==> src/rtl/rr_grant_sched_if.sv <==
// Request/grant bundle between N requesters and the round-robin grant scheduler.
// Handshake: req[i] is a level held high by requester i for its whole tenure;
// gnt[i] is the scheduler's one-hot acknowledgement. A tenure is active on
// every cycle where req[i] && gnt[i]. The requester ends it by dropping req[i],
// and the scheduler never raises gnt[i] unless req[i] was high on that edge.
interface rr_grant_sched_if #(
  parameter int N = 4
);
  localparam int ID_W = $clog2(N);

  logic [N-1:0]    req;
  logic [N-1:0]    gnt;
  logic [ID_W-1:0] gnt_id;
  logic            busy;
  logic            tmo;

  // Requester side drives req and observes the grant.
  modport master (output req, input gnt, input gnt_id, input busy, input tmo);
  // Scheduler side observes req and drives the grant.
  modport slave  (input req, output gnt, output gnt_id, output busy, output tmo);
endinterface

==> src/rtl/rr_grant_sched.sv <==
// Round-robin grant scheduler with non-preemptive tenures.
// FSM IDLE -> GRANT -> GAP -> IDLE. The winner is the first requesting index
// searching upward from last_id+1 with wrap-around; last_id resets to N-1 so
// requester 0 has top priority after reset. The first edge after reset
// release never grants (an internal run flag arms the arbiter).
// Optional macro ARB_TIMEOUT_EN adds an 8-bit hold counter that forces a
// release, with a one-cycle tmo pulse, after MAX_HOLD granted cycles.
module rr_grant_sched #(
  parameter int N        = 4,
  parameter int MAX_HOLD = 8
) (
  input  logic               clk,
  input  logic               rst_n,
  rr_grant_sched_if.slave    bus,
  output logic [1:0]         dbg_state_o
);

  localparam int ID_W = $clog2(N);
  localparam logic [7:0] HOLD_LIMIT = 8'(MAX_HOLD - 1);

  typedef enum logic [1:0] {
    IDLE  = 2'd0,
    GRANT = 2'd1,
    GAP   = 2'd2
  } state_t;

  state_t          state_q;
  logic [N-1:0]    gnt_q;
  logic [ID_W-1:0] last_id_q;
  logic            busy_q;
  logic            run_q;

  logic            win_found_d;
  logic [ID_W-1:0] win_id_d;
  logic [ID_W-1:0] cand;

`ifdef ARB_TIMEOUT_EN
  logic [7:0]      hold_q;
  logic            tmo_q;
`endif

  // Rotating priority search: first set req bit above last_id, wrapping.
  always_comb begin
    win_found_d = 1'b0;
    win_id_d    = last_id_q;
    cand        = last_id_q;
    for (int i = 1; i <= N; i++) begin
      cand = ID_W'((int'(last_id_q) + i) % N);
      if (!win_found_d && bus.req[cand]) begin
        win_found_d = 1'b1;
        win_id_d    = cand;
      end
    end
  end

  // Grant FSM with registered gnt/busy/last_id (and hold counter/tmo).
  always_ff @(posedge clk or negedge rst_n) begin
    if (!rst_n) begin
      state_q   <= IDLE;
      gnt_q     <= '0;
      last_id_q <= ID_W'(N - 1);
      busy_q    <= 1'b0;
      run_q     <= 1'b0;
`ifdef ARB_TIMEOUT_EN
      hold_q    <= 8'd0;
      tmo_q     <= 1'b0;
`endif
    end else begin
      run_q <= 1'b1;
`ifdef ARB_TIMEOUT_EN
      tmo_q <= 1'b0;
`endif
      case (state_q)
        IDLE: begin
          if (run_q && win_found_d) begin
            state_q   <= GRANT;
            gnt_q     <= {{(N-1){1'b0}}, 1'b1} << win_id_d;
            last_id_q <= win_id_d;
            busy_q    <= 1'b1;
`ifdef ARB_TIMEOUT_EN
            hold_q    <= 8'd0;
`endif
          end
        end
        GRANT: begin
          if (!bus.req[last_id_q]) begin
            // Owner released: a normal release wins over an expiring timeout.
            state_q <= GAP;
            gnt_q   <= '0;
            busy_q  <= 1'b0;
          end
`ifdef ARB_TIMEOUT_EN
          else if (hold_q == HOLD_LIMIT) begin
            state_q <= GAP;
            gnt_q   <= '0;
            busy_q  <= 1'b0;
            tmo_q   <= 1'b1;
          end else begin
            hold_q <= hold_q + 8'd1;
          end
`endif
        end
        GAP: begin
          state_q <= IDLE;
        end
        default: begin
          state_q <= IDLE;
          gnt_q   <= '0;
          busy_q  <= 1'b0;
        end
      endcase
    end
  end

  assign bus.gnt     = gnt_q;
  assign bus.gnt_id  = last_id_q;
  assign bus.busy    = busy_q;
  assign dbg_state_o = state_q;

`ifdef ARB_TIMEOUT_EN
  assign bus.tmo = tmo_q;
`else
  // Tenure is unbounded; the hold limit only matters with the timeout feature.
  logic unused_hold_limit;
  assign unused_hold_limit = ^HOLD_LIMIT;
  assign bus.tmo           = 1'b0;
`endif

endmodule
==> src/flat_wrapper.sv <==
// flat-port wrapper written by rule: the top's interface ports become plain ports
module rr_grant_sched_flat 
#(
  parameter int N        = 4,
  parameter int MAX_HOLD = 8
)
  (clk, rst_n, dbg_state_o, bus_req, bus_gnt, bus_gnt_id, bus_busy, bus_tmo);
  rr_grant_sched_if #(.N(N)) bus_i ();
  input  logic clk;
  input  logic rst_n;
  output logic [1:0] dbg_state_o;
  input wire logic [$bits(bus_i.req)-1:0] bus_req;
  output wire logic [$bits(bus_i.gnt)-1:0] bus_gnt;
  output wire logic [$bits(bus_i.gnt_id)-1:0] bus_gnt_id;
  output wire logic [$bits(bus_i.busy)-1:0] bus_busy;
  output wire logic [$bits(bus_i.tmo)-1:0] bus_tmo;
  assign bus_i.req = bus_req;
  assign bus_gnt = bus_i.gnt;
  assign bus_gnt_id = bus_i.gnt_id;
  assign bus_busy = bus_i.busy;
  assign bus_tmo = bus_i.tmo;
  rr_grant_sched #(.N(N), .MAX_HOLD(MAX_HOLD)) u_core (.clk(clk), .rst_n(rst_n), .bus(bus_i), .dbg_state_o(dbg_state_o));
endmodule
==> config.mk <==
export PLATFORM = sky130hd
export DESIGN_NAME = rr_grant_sched_flat
export DESIGN_NICKNAME = d
export VERILOG_FILES = /design/src/rtl/rr_grant_sched_if.sv /design/src/rtl/rr_grant_sched.sv /design/src/flat_wrapper.sv
export SDC_FILE = /design/constraint.sdc
export NUM_CORES = 1
export LEC_CHECK = 0
export BUFFER_PORTS_ARGS = -buffer_cell sky130_fd_sc_hd__buf_4
export CORE_MARGIN = 2
export CORE_UTILIZATION = 43
export CTS_CLUSTER_DIAMETER = 150
export DETAILED_ROUTE_END_ITERATION = 7
export PLACE_DENSITY = 0.76
export SETUP_SLACK_MARGIN = 0.3
export SKIP_LAST_GASP = 1
export SYNTH_ARGS = -nofsm -noshare
export SYNTH_HDL_FRONTEND = slang
export SYNTH_SLANG_ARGS = --single-unit
==> constraint.sdc <==
create_clock -name clk -period 1.6 [get_ports clk]
set_input_delay 0.4 -clock clk [delete_from_list [all_inputs] [get_ports clk]]
set_output_delay 0.4 -clock clk [all_outputs]
set_load 0.03 [all_outputs]
== Word-level counts from Yosys, hierarchy flattened ==
Cells that the tools add are included.
Word-level totals
  input port bits: 6
  flip-flop bits (word level): 10
  output and inout port bits: 10
Cells by class
  eq/ne operators: 4
  bitwise operators: 1
  muxes and demuxes: 27
  shifts and indexed selects: 1
  magnitude comparators: 5
  add/subtract/negate cells: 4
  reductions and logical operators: 11
Operators by type and width (count)
  $lt A2 B3 Y1 const B: 5
  $mux W2: 6
  $pmux W4 S3: 1
  $mux W1: 11
  $bmux W1 S2: 5
  $mux W4: 2
  $add A2 B1 Y2 const B: 2
  $add A2 B2 Y2 const B: 2
  $logic_and A1 B1 Y1: 4
  $pmux W2 S2: 1
  $reduce_and A2 Y1: 2
  $shl A1 B2 Y4 const A: 1
  $logic_not A1 Y1: 3
  $pmux W1 S3: 1
  $reduce_and A3 Y1: 1
  $eq A2 B1 Y1 const B: 1
  $eq A2 B2 Y1 const B: 1
  $logic_not A2 Y1: 1
  $ne A2 B1 Y1 const B: 1
  $ne A2 B2 Y1 const B: 1
  $not A1 Y1: 1

== Logic depth before layout (Yosys ltp) ==
Gate-level depths: netlist of run 1.
  word-level depth: 16
  mapped depth: 5
  mapped depth without buffers: 4

== Worst setup path before layout of run 1 ==
No wires, ideal clock.
  kind: register to register
  start point: register u_core.last_id_q[1] (netlist: u_core.bus.gnt_id[1])
  end point: register u_core.gnt_q[0] (netlist: u_core.bus.gnt[0])
  period minus slack after synthesis: 1645 ps
  slack: -45 ps
  stages on the path, launching flop included: 6
  arrival: 1523 ps
  setup time: 122 ps
  cells stage by stage: dfstp_2 buf_2 or2_0 a21oi_1 a211o_1 a32o_1
Between the ends
  cells in the longest elaborated chain, start to end: 16
  elaborated cells on any way between the ends: 35
  those cells by class: add/sub (4); eq/ne (2); shift (1); mux (20); reduce/logical (8)
Ends and longest elaborated chain
  start, declared: RTL line rr_grant_sched.sv:29  | logic [ID_W-1:0] last_id_q;
  start signal, assigned: RTL line rr_grant_sched.sv:61  | last_id_q <= ID_W'(N - 1);
  start signal, assigned: RTL line rr_grant_sched.sv:78  | last_id_q <= win_id_d;
  $add A2 B1 Y2: RTL line rr_grant_sched.sv:48  | cand = ID_W'((int'(last_id_q) + i) % N);
  $bmux W1 S2: RTL line rr_grant_sched.sv:49  | if (!win_found_d && bus.req[cand]) begin
  $mux W1 (not written as such): RTL line rr_grant_sched.sv:49
  $mux W1: RTL line rr_grant_sched.sv:49
  $logic_not A1 Y1: RTL line rr_grant_sched.sv:49
  $logic_and A1 B1 Y1: RTL line rr_grant_sched.sv:49
  $mux W1: RTL line rr_grant_sched.sv:49
  $logic_not A1 Y1: RTL line rr_grant_sched.sv:49
  $logic_and A1 B1 Y1: RTL line rr_grant_sched.sv:49
  $mux W1: RTL line rr_grant_sched.sv:49
  $logic_not A1 Y1: RTL line rr_grant_sched.sv:49
  $logic_and A1 B1 Y1: RTL line rr_grant_sched.sv:49
  $mux W2 / $mux W1 (equally long branches): RTL line rr_grant_sched.sv:49
  $shl A1 B2 Y4 / $logic_and A1 B1 Y1 (equally long branches): RTL line rr_grant_sched.sv:77, rr_grant_sched.sv:75
  $mux W4 / $ne A2 B1 Y1 (equally long branches)
  $pmux W4 S3 / $reduce_and A3 Y1 (equally long branches)
  end signal, assigned: RTL line rr_grant_sched.sv:77  | gnt_q <= {{(N-1){1'b0}}, 1'b1} << win_id_d;
  end, declared: RTL line rr_grant_sched.sv:28  | logic [N-1:0] gnt_q;
Several ways; a longest one is shown, not always the timed one. The select of a mux whose other input is x is not followed.
A chain may end at the register's enable or synchronous reset.

== Worst setup path after layout of run 1 ==
  start point: register u_core.last_id_q[1] (netlist: u_core.bus.gnt_id[1])
  end point: register u_core.gnt_q[3] (netlist: u_core.bus.gnt[3])
The elaborated chain is that of the path after synthesis.

==> results.json, run 1 <==
{
  "status": "finished clean",
  "dpl_cell_area_um2": 688.2,
  "syn-cell-area_um2": 561.8,
  "worstPathCellList": "mux2i_1 > o22a_1 > a21oi_2 > a32o_1",
  "final.setup.tns_ns": 0,
  "crit_required_ns": 1.75,
  "wl_mm": 1.389,
  "area_delta_synth_final_pct": 49.89,
  "grt_max_degree": 11,
  "post-route-period-util_pct": 93.45,
  "async_reset_ff_share_pct": 100.0,
  "cts_tree": "done",
  "multi_input_area_um2": 312.8,
  "worstPathMaxFanout": 7,
  "register_area_um2": 254.0,
  "finish.instance_area_um2": 842.1,
  "slowest_stage": "dfstp_2",
  "antenna_found_initial": 0,
  "nets": 86,
  "portBuffers": 14,
  "post-route-min-period_ns": 1.495,
  "wl_per_cell_um": 14.78,
  "vias": 502,
  "startpoint_type": "flip-flop",
  "drive_above_1_share_pct": 53.16,
  "grt_pass1_wl_mm": 2.049,
  "fmax_ghz": 0.6688,
  "power_density_nw_per_um2": 2224,
  "synth.yosys.seq_area_share_pct": 44.99,
  "dr.pass1.iters": 4,
  "r2r_slack_ns": 0.10,
  "io_pins": 16,
  "drcViolationCount": 0,
  "hpwlAfterDp_um": 860.7,
  "synthFlopType": "dfrtp_1",
  "diodes": 0,
  "vias_per_cell": 5.340,
  "fillCellCount": 98,
  "finalSetupViolCount": 0,
  "syn-num-nets": 57,
  "vdd_drop_max_v": 0.001033,
  "cts.clk_slew.worst_paths_ns": 0.07,
  "rows": 13,
  "die_area_um2": 1612,
  "clkLatencyLatePin_ns": 0.27,
  "start_util_pct": 44.86,
  "cts.sinks": 10,
  "power.total_mw": 1.873,
  "globalplace.congestion": 0.7080,
  "fp.dieW_um": 40.15,
  "p_leak_nw": 0.3963,
  "core_area_um2": 1252,
  "cts_root_buf": "clkbuf_4",
  "critical-path-top-delay-family": "flip-flops",
  "cts_made_buffers": 3,
  "synthTopCellsByArea": "dfrtp_1 36%, dfstp_2 9.4%, a32o_1 7.1%",
  "crit_path_end_kind": "flip-flop",
  "final_util_pct": 67.23,
  "grt_overflow": 0,
  "drtIter0Drc": 3,
  "slew_viol_final": 0,
  "slowest_delay_ns": 0.62,
  "synth.top_cell.area_share_pct": 35.63,
  "rsz0062_at_grt": "true",
  "clk_path_buf_depth": 2,
  "htree_num_levels": 1,
  "avgSynthCellArea_um2": 11.02,
  "syn_inst": 51,
  "criticalPathCategory": "flip-flop to flip-flop",
  "yosysTopAreaCell": "dfrtp_1",
  "final_hold_viol_count": 0,
  "ant_nets": 0,
  "ys_warn_count": 0,
  "hold_class": "input pin to asynchronous set/reset pin",
  "finalClockSkew_ns": 0.004191,
  "maxCapViolCount": 0,
  "grt_pass1_vias": 460,
  "post_synth_num_cell_types": 28,
  "synth-edff-count": 0,
  "cp.buffers_inverters": 0,
  "synth_seq_cells": 10,
  "grtUsageTotal_pct": 20.31,
  "critPathArrivalTime_ns": 1.65,
  "die_h_um": 40.15
}
## per-layer routing
metal,GRT usage (%),part of all wire [%],up-vias
met5,0,0,-
met4,12.93,0,0
met3,3.333,2.9,0
met2,30.65,50,12
met1,26.76,47,247
li1,-,-,243
## power breakdown
part           total [mW]  switching, mW  leakage [nW]  internal [mW]
registers           0.489          0.113         0.122          0.377
clock network       0.234         0.0954        0.0210          0.138
logic                1.15          0.561         0.254          0.589
## path summary, 6_finish.rpt
kind	endpoint	cells after the start	start
min reg2reg	u_core.bus.busy	1	u_core.bus.busy
max in group asynchronous	u_core.bus.gnt_id[0]	2	rst_n
min	u_core.run_q	2	rst_n
min in group clk	u_core.bus.busy	1	u_core.bus.busy
max reg2reg	u_core.bus.gnt[3]	4	u_core.bus.gnt_id[1]
max	u_core.bus.gnt[3]	4	u_core.bus.gnt_id[1]
## area by class of cell
| cell class | instances | share of cell area, % |
|---|---|---|
| well taps | 15 | 2.229 |
| flip-flops and latches | 10 | 30.16 |
| clock buffers | 4 | 4.309 |
| repair buffers | 26 | 25.71 |
| multi-input cells | 38 | 37.15 |
| inverters | 1 | 0.4458 |
## timing repair
item	4_1_cts	5_1_grt
buffers inserted	8	1
hold endpoints to repair	8	0
resized for setup	11	3
hold buffers	1	0
pin swaps	4	1
cloned	0	0
setup endpoints to repair	10	13
## cell usage after synthesis, types with 2 or more instances
master and n:
mux2i_1 2, nor2_1 2, dfstp_2 2, dfrtp_1 8
nand2_1 3, conb_1 2, a32o_1 4, o21ai_0 2
a21oi_1 3, nand2b_1 5
## logic make-up after synthesis
family                 synth area share, %
muxes                                8.240
DFF                                  44.99
buffers and inverters                2.894
and+or+nand+nor                      18.71
AOI/OAI and AO/OA                    23.83
other                                1.337
## metrics by stage
stage,hold WS [ns],std cells,worst slack [ns]
after CTS,0.4838,93,0.1075
after global routing,0.4837,94,0.05660
after global placement,0.2319,80,0.06814
final,0.4792,94,0.1049
after floorplan,0.1044,51,0.04228
after detailed placement,0.2333,80,0.05433
## flip-flops by register name, indices dropped and copies added (netlist names)
name / cells
u_core.bus.busy: 1
u_core.bus.gnt: 4
u_core.bus.gnt_id: 2
u_core.dbg_state_o: 2
u_core.run_q: 1
## cell usage in the layout, fill, tap and decap left out, types with 2 or more instances in the layout
master / n
nand2_1: 3
buf_4: 20
a21oi_1: 2
buf_6: 5
dfstp_2: 2
conb_1: 2
dfrtp_1: 7
nand2b_1: 4
a32o_1: 4
mux2i_1: 2
a21oi_2: 2
o21ai_1: 2
clkbuf_4: 3
No activity file was read; power rests on OpenSTA's default activity.
==> inputs of run 2 (changes only) <==
--- a/config.mk
+++ b/config.mk
@@ -10,6 +10,7 @@
 export CORE_UTILIZATION = 43
 export CTS_CLUSTER_DIAMETER = 150
 export DETAILED_ROUTE_END_ITERATION = 7
+export GPL_TIMING_DRIVEN = 0
 export PLACE_DENSITY = 0.76
 export SETUP_SLACK_MARGIN = 0.3
 export SKIP_LAST_GASP = 1
==> results.json, run 2 (synthesis gave the netlist of run 1 again) <==
{
  "status": "finished clean",
  "register_area_um2": 255.2,
  "cts_tree": "done",
  "clkLatencyLatePin_ns": 0.26,
  "worstPathMaxFanout": 8,
  "vdd_drop_max_v": 0.001028,
  "clk_path_buf_depth": 2,
  "cts.sinks": 10,
  "core_area_um2": 1252,
  "dr.pass1.iters": 4,
  "startpoint_type": "flip-flop",
  "drive_above_1_share_pct": 56.25,
  "die_h_um": 40.15,
  "layout_commonest_cell": "buf_4",
  "finalClockSkew_ns": 0.001260,
  "diodes": 0,
  "post-route-period-util_pct": 96.27,
  "finalSetupViolCount": 0,
  "timing.final.ws_setup_ns": 0.05973,
  "post-place-ws_ns": -0.0007981,
  "mostFrequentLayoutCells": "21 x buf_4, 6 x dfrtp_1, 5 x buf_6, 5 x nand2b_1, 4 x a32o_1",
  "die_area_um2": 1612,
  "hold_class": "input pin to asynchronous set/reset pin",
  "grt_pass1_wl_mm": 1.952,
  "drtIter0Drc": 11,
  "globalplace.congestion": 0.7040,
  "fmax_ghz": 0.6492,
  "portBuffers": 14,
  "cp.buffers_inverters": 1,
  "crit_required_ns": 1.75,
  "rsz0062_at_grt": "true",
  "critPathArrivalTime_ns": 1.69,
  "slowest_stage": "dfstp_2",
  "nets": 87,
  "vias_per_cell": 5.179,
  "hpwlAfterDp_um": 841.2,
  "antenna_found_initial": 0,
  "multi_input_area_um2": 321.6,
  "grtUsageTotal_pct": 19.09,
  "fp.dieW_um": 40.15,
  "criticalPathCategory": "flip-flop to flip-flop",
  "post-route-min-period_ns": 1.540,
  "critical-path-top-delay-family": "flip-flops",
  "rows": 13,
  "grt_overflow": 0,
  "slowest_delay_ns": 0.54,
  "ant_nets": 0,
  "maxCapViolCount": 0,
  "cts_root_buf": "clkbuf_4",
  "wl_per_cell_um": 14.52,
  "start_util_pct": 44.86,
  "fillCellCount": 92,
  "htree_num_levels": 1,
  "grt_pass1_vias": 458,
  "crit_path_end_kind": "flip-flop",
  "drcViolationCount": 0,
  "io_pins": 16,
  "power_density_nw_per_um2": 2198,
  "wl_mm": 1.379,
  "vias": 492,
  "worstPathCellList": "buf_6 > mux2i_1 > o22a_1 > a21oi_2 > a32o_1",
  "final_hold_viol_count": 0,
  "p_leak_nw": 0.3968,
  "largest_reg_flops": 4,
  "cts_made_buffers": 3,
  "hold_ws_ns": 0.4984,
  "cts.clk_slew.worst_paths_ns": 0.06,
  "grt_max_degree": 11,
  "area_delta_synth_final_pct": 53.01,
  "slew_viol_final": 0
}
## run 2: worst paths after layout
check	startpoint	endpoint	slack, ns	cells after the start
max	u_core.bus.gnt_id[1]	u_core.bus.gnt[1]	0.06	5
min	rst_n	u_core.bus.busy	0.50	2
max reg2reg	u_core.bus.gnt_id[1]	u_core.bus.gnt[1]	0.06	5
min reg2reg	u_core.bus.busy	u_core.bus.busy	0.50	1
max in group asynchronous	rst_n	u_core.bus.gnt_id[1]	0.87	2
min in group clk	u_core.bus.busy	u_core.bus.busy	0.50	1
## run 2: through the flow
step	util, %	TNS [ns]	instance area (um2)	std cells	power [mW]
after floorplan	-	0	568.0	51	1.118
after global placement	55.24	0	691.9	80	1.358
after detailed placement	55.24	-0.0007981	691.9	80	1.382
after CTS	64.74	0	810.8	92	1.781
after global routing	68.63	-0.001482	859.6	95	2.009
final	68.63	0	859.6	95	1.890
## run 2: per-layer routing
layer | vias up | share of wire, % | GRT usage [%]
met5 | - | 0 | 0
met4 | 0 | 1.4 | 12.93
met3 | 2 | 3.3 | 1.667
met2 | 11 | 53 | 31.85
met1 | 234 | 42 | 23.08
li1 | 245 | - | -
## run 2: power breakdown
| group | internal (mW) | switching [mW] |
|---|---|---|
| logic | 0.599 | 0.598 |
| registers | 0.378 | 0.0930 |
| clock network | 0.138 | 0.0841 |
| total | 1.11 | 0.775 |
## run 2: cell type report
| cell class | count | share of cell area, % |
|---|---|---|
| multi-input cells | 38 | 37.41 |
| repair buffers | 25 | 23.87 |
| plain buffers | 2 | 2.183 |
| inverters | 1 | 0.4367 |
| clock buffers | 4 | 4.221 |
| flip-flops and latches | 10 | 29.69 |
| well taps | 15 | 2.183 |
## run 2: worst reg2reg max path, stage by stage, from the launching register on
cell	delay, ns
dfstp_2	0.54
buf_6	0.13
mux2i_1	0.25
o22a_1	0.21
a21oi_2	0.09
a32o_1	0.22
## run 2: timing repair
action | CTS | global route
endpoints found under the setup margin | 12 | 13
hold buffers | 1 | 0
pin swaps | 8 | 3
resized for setup | 5 | 8
setup buffers | 7 | 3
hold endpoints to repair | 8 | 0
